$ cat src/rtl/sfft_stream_accum_if.sv
// sfft_stream_accum_if: bundle between the SFFT core, the window accumulator and the readout.
//   en       sample qualifier; only en=1 cycles count toward the window
//   clr      synchronous soft clear (same effect as reset)
//   bit_re   real bitstreams, one bit per lane
//   bit_im   imaginary bitstreams, one bit per lane
//   ready    consumer accepts the frame when ready=1 and valid=1
//   valid    frame in mag_re/mag_im is valid
//   mag_re   per-lane real result, lane k at [k*OW +: OW]
//   mag_im   per-lane imaginary result, same packing
//   overrun  sticky flag: an unaccepted frame was overwritten
//   win_cnt  enabled samples taken in the current window
// Modports: master = environment (core + consumer), slave = accumulator.
interface sfft_stream_accum_if #(
  parameter int unsigned BITWIDTH  = 8,
  parameter int unsigned NUMINPUTS = 2
);
  localparam int unsigned OW = BITWIDTH + 1;

  logic                      en;
  logic                      clr;
  logic [NUMINPUTS-1:0]      bit_re;
  logic [NUMINPUTS-1:0]      bit_im;
  logic                      ready;
  logic                      valid;
  logic [NUMINPUTS*OW-1:0]   mag_re;
  logic [NUMINPUTS*OW-1:0]   mag_im;
  logic                      overrun;
  logic [BITWIDTH-1:0]       win_cnt;

  modport master (
    output en, clr, bit_re, bit_im, ready,
    input  valid, mag_re, mag_im, overrun, win_cnt
  );

  modport slave (
    input  en, clr, bit_re, bit_im, ready,
    output valid, mag_re, mag_im, overrun, win_cnt
  );
endinterface

$ cat src/rtl/sfft_stream_accum.sv
// sfft_stream_accum: counts ones on each SFFT output bitstream over a window of 2**BITWIDTH
// enabled cycles and presents one binary magnitude per lane under a valid/ready handshake.
// Ports:
//   clk  rising-edge clock
//   rst  synchronous reset, active-high, wins over everything
//   bus  sfft_stream_accum_if.slave (en, clr, bit_re, bit_im, ready -> valid, mag_re, mag_im,
//        overrun, win_cnt)
// Build option: define SFFT_ACC_BIPOLAR_EN to emit two's-complement (count - N/2) per lane
// instead of the raw unsigned count. Timing and handshake are identical either way.
module sfft_stream_accum #(
  parameter int unsigned BITWIDTH  = 8,
  parameter int unsigned NUMINPUTS = 2
) (
  input  logic                 clk,
  input  logic                 rst,
  sfft_stream_accum_if.slave   bus
);
  localparam int unsigned OW   = BITWIDTH + 1;
  localparam int unsigned N    = 1 << BITWIDTH;
  localparam int unsigned HALF = N / 2;
  localparam logic [BITWIDTH-1:0] LAST = BITWIDTH'(N - 1);

  typedef enum logic [1:0] {
    IDLE    = 2'd0,
    ACCUM   = 2'd1,
    PRESENT = 2'd2
  } state_t;

  state_t state_q, state_d;

  logic [NUMINPUTS-1:0][OW-1:0] acc_re_q, acc_re_d;
  logic [NUMINPUTS-1:0][OW-1:0] acc_im_q, acc_im_d;
  logic [NUMINPUTS-1:0][OW-1:0] res_re_q, res_re_d;
  logic [NUMINPUTS-1:0][OW-1:0] res_im_q, res_im_d;
  logic [BITWIDTH-1:0]          cnt_q, cnt_d;
  logic                         valid_q, valid_d;
  logic                         ovr_q, ovr_d;

  logic                         win_end_c;
  logic [OW-1:0]                sum_re_c;
  logic [OW-1:0]                sum_im_c;

  // Map a raw ones-count to the published lane value.
  function automatic logic [OW-1:0] decode(input logic [OW-1:0] cnt);
`ifdef SFFT_ACC_BIPOLAR_EN
    return cnt - OW'(HALF);
`else
    return cnt;
`endif
  endfunction

  // Last enabled sample of the window; that sample is still counted.
  assign win_end_c = bus.en && (cnt_q == LAST);

  // Next-state, accumulator and frame logic.
  always_comb begin
    state_d  = state_q;
    acc_re_d = acc_re_q;
    acc_im_d = acc_im_q;
    res_re_d = res_re_q;
    res_im_d = res_im_q;
    cnt_d    = cnt_q;
    valid_d  = valid_q;
    ovr_d    = ovr_q;
    sum_re_c = '0;
    sum_im_c = '0;

    if (bus.clr) begin
      state_d  = IDLE;
      acc_re_d = '0;
      acc_im_d = '0;
      res_re_d = '0;
      res_im_d = '0;
      cnt_d    = '0;
      valid_d  = 1'b0;
      ovr_d    = 1'b0;
    end else begin
      if (bus.en) begin
        // Counter wraps N-1 -> 0 naturally at BITWIDTH bits.
        cnt_d = cnt_q + BITWIDTH'(1);
        for (int unsigned k = 0; k < NUMINPUTS; k++) begin
          sum_re_c = acc_re_q[k] + OW'(bus.bit_re[k]);
          sum_im_c = acc_im_q[k] + OW'(bus.bit_im[k]);
          if (win_end_c) begin
            // Latch totals and restart from zero with no dead cycle.
            res_re_d[k] = decode(sum_re_c);
            res_im_d[k] = decode(sum_im_c);
            acc_re_d[k] = '0;
            acc_im_d[k] = '0;
          end else begin
            acc_re_d[k] = sum_re_c;
            acc_im_d[k] = sum_im_c;
          end
        end
      end

      unique case (state_q)
        IDLE: begin
          if (bus.en) state_d = win_end_c ? PRESENT : ACCUM;
        end
        ACCUM: begin
          if (win_end_c) state_d = PRESENT;
        end
        PRESENT: begin
          // A new frame overwrites; it is only an overrun if the old one was not taken.
          if (win_end_c) begin
            if (!bus.ready) ovr_d = 1'b1;
          end else if (bus.ready) begin
            state_d = ACCUM;
          end
        end
        default: state_d = IDLE;
      endcase

      valid_d = (state_d == PRESENT);
    end
  end

  // State and datapath registers.
  always_ff @(posedge clk) begin
    if (rst) begin
      state_q  <= IDLE;
      acc_re_q <= '0;
      acc_im_q <= '0;
      res_re_q <= '0;
      res_im_q <= '0;
      cnt_q    <= '0;
      valid_q  <= 1'b0;
      ovr_q    <= 1'b0;
    end else begin
      state_q  <= state_d;
      acc_re_q <= acc_re_d;
      acc_im_q <= acc_im_d;
      res_re_q <= res_re_d;
      res_im_q <= res_im_d;
      cnt_q    <= cnt_d;
      valid_q  <= valid_d;
      ovr_q    <= ovr_d;
    end
  end

  assign bus.valid   = valid_q;
  assign bus.mag_re  = res_re_q;
  assign bus.mag_im  = res_im_q;
  assign bus.overrun = ovr_q;
  assign bus.win_cnt = cnt_q;

endmodule

$ cat src/flat_wrapper.sv
// flat-port wrapper written by rule: the top's interface ports become plain ports
module sfft_stream_accum_flat 
#(
  parameter int unsigned BITWIDTH  = 8,
  parameter int unsigned NUMINPUTS = 2
)
  (clk, rst, bus_en, bus_clr, bus_bit_re, bus_bit_im, bus_ready, bus_valid, bus_mag_re, bus_mag_im, bus_overrun, bus_win_cnt);
  sfft_stream_accum_if #(.BITWIDTH(BITWIDTH), .NUMINPUTS(NUMINPUTS)) bus_i ();
  input  logic clk;
  input  logic rst;
  input wire logic [$bits(bus_i.en)-1:0] bus_en;
  input wire logic [$bits(bus_i.clr)-1:0] bus_clr;
  input wire logic [$bits(bus_i.bit_re)-1:0] bus_bit_re;
  input wire logic [$bits(bus_i.bit_im)-1:0] bus_bit_im;
  input wire logic [$bits(bus_i.ready)-1:0] bus_ready;
  output wire logic [$bits(bus_i.valid)-1:0] bus_valid;
  output wire logic [$bits(bus_i.mag_re)-1:0] bus_mag_re;
  output wire logic [$bits(bus_i.mag_im)-1:0] bus_mag_im;
  output wire logic [$bits(bus_i.overrun)-1:0] bus_overrun;
  output wire logic [$bits(bus_i.win_cnt)-1:0] bus_win_cnt;
  assign bus_i.en = bus_en;
  assign bus_i.clr = bus_clr;
  assign bus_i.bit_re = bus_bit_re;
  assign bus_i.bit_im = bus_bit_im;
  assign bus_i.ready = bus_ready;
  assign bus_valid = bus_i.valid;
  assign bus_mag_re = bus_i.mag_re;
  assign bus_mag_im = bus_i.mag_im;
  assign bus_overrun = bus_i.overrun;
  assign bus_win_cnt = bus_i.win_cnt;
  sfft_stream_accum #(.BITWIDTH(BITWIDTH), .NUMINPUTS(NUMINPUTS)) u_core (.clk(clk), .rst(rst), .bus(bus_i));
endmodule
$ cat config.mk
export PLATFORM = sky130hd
export DESIGN_NAME = sfft_stream_accum_flat
export DESIGN_NICKNAME = d
export VERILOG_FILES = /design/src/rtl/sfft_stream_accum_if.sv /design/src/rtl/sfft_stream_accum.sv /design/src/flat_wrapper.sv
export SDC_FILE = /design/constraint.sdc
export NUM_CORES = 1
export LEC_CHECK = 0
export ABC_AREA = 0
export CAP_MARGIN = 20
export CORE_MARGIN = 4
export CORE_UTILIZATION = 45
export DETAILED_ROUTE_END_ITERATION = 8
export PLACE_DENSITY = 0.76
export SLEW_MARGIN = 20
export SYNTH_ARGS = -nofsm -noshare
export SYNTH_HDL_FRONTEND = slang
export SYNTH_SLANG_ARGS = --single-unit
$ cat constraint.sdc
create_clock -name clk -period 3.42 [get_ports clk]
set_input_delay 1.026 -clock clk [delete_from_list [all_inputs] [get_ports clk]]
set_output_delay 1.026 -clock clk [all_outputs]
set_load 0.005 [all_outputs]
Word-level counts from Yosys, hierarchy flattened
Index checks and enable logic that the tools add are counted.

storage, ports and cells
  register bits after elaboration = 84
  bits in latches = 0
  bits in writable memories = 0
  bits in read-only memories = 0
  output and inout bits = 46
  memories = 0

operators by class
  $add $sub $neg = 5
  $mul = 0
  div/mod/pow operators = 0
  magnitude comparators = 0
  eq/ne operators = 4
  shift operators = 0
  multiplexer cells = 11
  bitwise operators = 1
  reduce and logical (&&, ||, !) cells = 5

operators with widths
  operator                                                               number
  9-bit by 1-bit adder with 9-bit output                                 4
  9-bit 2-to-1 mux                                                       4
  2-bit 2-to-1 mux                                                       6
  8-bit by 1-bit adder with 8-bit output, second input constant          1
  8-bit equality test, second input constant                             1
  2-bit case mux with 3 select lines                                     1
  2-bit equality test, second input constant                             2
  3-bit AND reduction                                                    1
  2-bit by 1-bit equality test with 1-bit output, second input constant  1
  2-bit logical NOT                                                      1
  2-bit AND reduction                                                    1
  2-bit OR reduction                                                     1
  1-bit logical AND                                                      1
  1-bit inverter                                                         1

Depth between registers and ports, before layout
  depth after elaboration = 7
  depth in mapped cells = 7
  mapped depth without buffers = 6

Worst setup path before layout
OpenSTA, ideal clock, no wires.

  path kind = input to register
  start point = input port bus_bit_re[1]
  end point = register u_core.acc_re_q[17] (netlist name)
  data arrival time = 2.447 ns
  slack = 0.911 ns
  stages on the path = 6
  buffers on the path = 0
  cells stage by stage = ha_1 -> ha_1 -> nand3_1 -> or3_2 -> or3_1 -> nand3_1

between the ends
  longest elaborated chain between the ends = 2

RTL lines
  what                                    RTL line                  source
  from (decl)                             flat_wrapper.sv:13        input wire logic [$bits(bus_i.bit_re)-1:0] bus_bit_re;
  9-bit by 1-bit adder with 9-bit output  sfft_stream_accum.sv:82   sum_re_c = acc_re_q[k] + OW'(bus.bit_re[k]);
  9-bit 2-to-1 mux                        sfft_stream_accum.sv:84   if (win_end_c) begin
  to (signal assigned)                    sfft_stream_accum.sv:132  acc_re_q <= acc_re_d;
  to (decl)                               sfft_stream_accum.sv:31   logic [NUMINPUTS-1:0][OW-1:0] acc_re_q, acc_re_d;

No other way between the ends.
A chain may end at the register's enable or synchronous reset.

Worst setup path in the final report
  start point = input port bus_en
  end point = register u_core.res_re_q, in the netlist u_core.bus.mag_re[17]

between the ends
  longest elaborated chain between the ends = 2

RTL lines
  what                                    RTL line                  source
  from (decl)                             flat_wrapper.sv:11        input wire logic [$bits(bus_i.en)-1:0] bus_en;
  1-bit logical AND                       sfft_stream_accum.sv:53   assign win_end_c = bus.en && (cnt_q == LAST);
  2-bit AND reduction (no source line) *  -
  to (signal assigned)                    sfft_stream_accum.sv:134  res_re_q <= res_re_d;
  to (decl)                               sfft_stream_accum.sv:33   logic [NUMINPUTS-1:0][OW-1:0] res_re_q, res_re_d;

Every way passes the cells marked *; elsewhere a longest branch is shown, timed or not.

==> key figures <==
Outcome
  • Status: finished clean

Clock tree
  • Root Driver: clkbuf_8
  • H-Tree Depth: 3
  • Hold_buf cts: 0
  • Post-CTS setup buffer count: 0
  • Worst-path clk slew: about 0.080 ns
  • Clock sinks: 84
  • Total CTS buffers: 9
  • Skew-Pair Late Insertion Delay: approximately 0.35 ns
  • Clock buffer depth: 2
  • CTS resizes: 0
  • CTS tree: done

Yosys
  • Post-Syn Area: 0.00376 mm2
  • Synth area leader: dfxtp_1
  • Post-synth EDFFs: 0
  • Syn Inst Count: around 440
  • Main synth FF type: dfxtp_1
  • FFs w/ async S/R, synth: 0%
  • Synthesized area per cell: 8.56 um2
  • Seq/Total Area, Yosys: 44.8%
  • Yosys top cell area share: between 40 and 50%
  • Yosys reg bits: 84
  • Area contributors post-synth: dfxtp_1 (45%), a21oi_1 (7.7%), nand2_1 (5.4%), xor2_1 (4.7%), o21ai_0 (3.2%)
  • Yosys warnings: 0
  • Yosys cell types: 40
  • Post-synth net total: 457

Layout
  • Fraction of final layout cells sized beyond drive strength 1: 7.11%
  • Most frequent cells in the layout: dfxtp_1 (84), a21oi_1 (58), nand2_1 (54), clkdlybuf4s50_1 (54), nor2_1 (31)
  • Area Growth Syn to Fin: 21.8%
  • Nets: 505
  • Ant. Diodes: 0
  • Commonest non-fill, non-tap cell in the layout: dfxtp_1

Pwr
  • Total power: 1750 uW
  • Pwr dens: 382 mW/mm2
  • Worst VDD drop: 205 uV
  • Leakage power total: 0.00159 uW

Global route
  • Initial antenna violation count: 0
  • Global route overflow: 0
  • Largest net degree at the start of global routing: 37
  • Number of global-route vias before repair: 3,023
  • Gr usage total: 17.5%
  • First-pass GRT wire length: roughly 14,000 um

Timing
  • Slew Limit Fails: 0
  • Unrepaired setup endpoints after global routing: false
  • Worst-margin pin slew: 0.712 ns
  • Min Tclk post-route: 2.82 ns
  • Slew margin rel.: 52.6%
  • Final hold violation count: 0
  • Setup_tns: 0 ns
  • Max Clock Freq: 355 MHz
  • # setup viols final: 0
  • Final worst path period share: 82.4%
  • Setup Skew: between 0.005 and 0.006 ns

Route
  • DR iter-0 viols: 217
  • Via count: roughly 3.2k
  • Post-DR vias/cell: 5.37
  • Pre-Repair DR Iteration Count: 4
  • DRT antenna net count: 0
  • Avg WL per Cell: 14.0 um
  • DR DRC count: 0
  • DRT Wirelength: 8380 um

Floorplanning
  • Die height: 99.4 um
  • Die X: 99.4 um
  • Die area: ~0.0099 mm2
  • Initial Utilization: 45.9%
  • Core Region: slightly above 0.008 mm2
  • Num rows: 33
  • Num ports: 55

Worst setup path
  • WP data required: 3.67 ns
  • Critical Path Fanout Max: 36
  • Worst Setup End Kind: register
  • CP startpoint kind: input port
  • Reg-to-reg slack, setup: 1.40 ns
  • Worst r2r src: u_core.bus.win_cnt[0]
  • Critical Path Start: bus_en
  • CP arrival: 3.06 ns
  • Setup Crit Path Kind: input port to register

Run
  • Count of max-cap constraint violations: 0

Placed design
  • HPWL after DPL: between 5000 and 6000 um
  • IO buf count: 54
  • RePlAce Congestion: 0.828

Hold path
  • Hold_sp: u_core.bus.mag_re[3]
  • Hold WC Path Type: register to register
[kinds of logic after synthesis]
logic type,synth area share [%]
AND/OR/NAND/NOR,22.3
AO/OA/AOI/OAI,18.1
flip-flops,44.8
XOR/XNOR,7.69
buffers and inverters,3.90
adder cells (fa/ha/maj),3.00
multiplexers,0.266
[per-layer routing]
metal	vias up	track usage (%)	share of wire [%]
li1	1640	-	-
met1	1465	23.4	48
met2	87	27.6	45
met3	16	4.56	5.4
met4	0	6.09	1.8
met5	-	0	0
[path summary, 6_finish.rpt]
| kind | to | cells after the start |
|---|---|---|
| worst max-delay path | u_core.bus.mag_re[17] | 7 |
| worst min-delay path | u_core.bus.mag_re[3] | 2 |
| worst max register to register | u_core.bus.mag_re[17] | 6 |
| worst min register to register | u_core.bus.mag_re[3] | 2 |
[flip-flops by register name, summed over array words and instances (netlist names)]
name / count
u_core.bus.win_cnt: 8
u_core.state_q: 2
u_core.acc_im_q: 18
u_core.bus.overrun: 1
u_core.acc_re_q: 18
u_core.bus.valid: 1
u_core.bus.mag_re: 18
u_core.bus.mag_im: 18
[layout make-up]
class / count / area, um2
multi-input cells: 326 / 1930
fillers: 759 / 3600
inverters: 1 / 3.75
repair buffers: 65 / 636
clock inverters: 4 / 48.8
clock buffers: 12 / 145
flip-flops and latches: 84 / 1680
well taps: 105 / 131
[power by group]
group          switching [uW]  internal [uW]
combinational            38.3           29.7
clock                     340            357
sequential               3.08            981
total                     381           1370
[cells in the mapped netlist (3+ instances only)]
cell / n
a211oi_1: 5
a21oi_1: 58
a31oi_1: 17
a41oi_1: 3
and2_1: 4
and3_1: 9
and4_1: 5
buf_2: 6
clkbuf_1: 16
dfxtp_1: 84
ha_1: 9
nand2_1: 54
nand2b_1: 16
nand3_1: 21
nand4_1: 5
nor2_1: 31
nor3_1: 3
nor3b_1: 4
o21ai_0: 24
o21ai_2: 3
or2b_1: 6
or3_1: 3
xnor2_1: 13
xor2_1: 20
[stage by stage]
step	hold WS, ns	instances	worst slack [ns]	util, %	cell area, um2
after floorplan	0.445	439	0.911	-	3760
final	0.457	597	0.602	56.0	4580
after global placement	0.440	581	0.426	53.6	4380
after CTS	0.463	597	0.618	56.0	4580
after global routing	0.471	597	0.521	56.0	4580
after detailed placement	0.447	581	0.316	53.6	4380
[worst max-delay path: stages]
cell	delay, ns
clkdlybuf4s50_1	0.47
buf_4	0.31
and3_1	0.30
and3_2	0.37
buf_12	0.22
nor2_1	0.07
a211oi_1	0.27
Power figures use the tool's default switching activity.
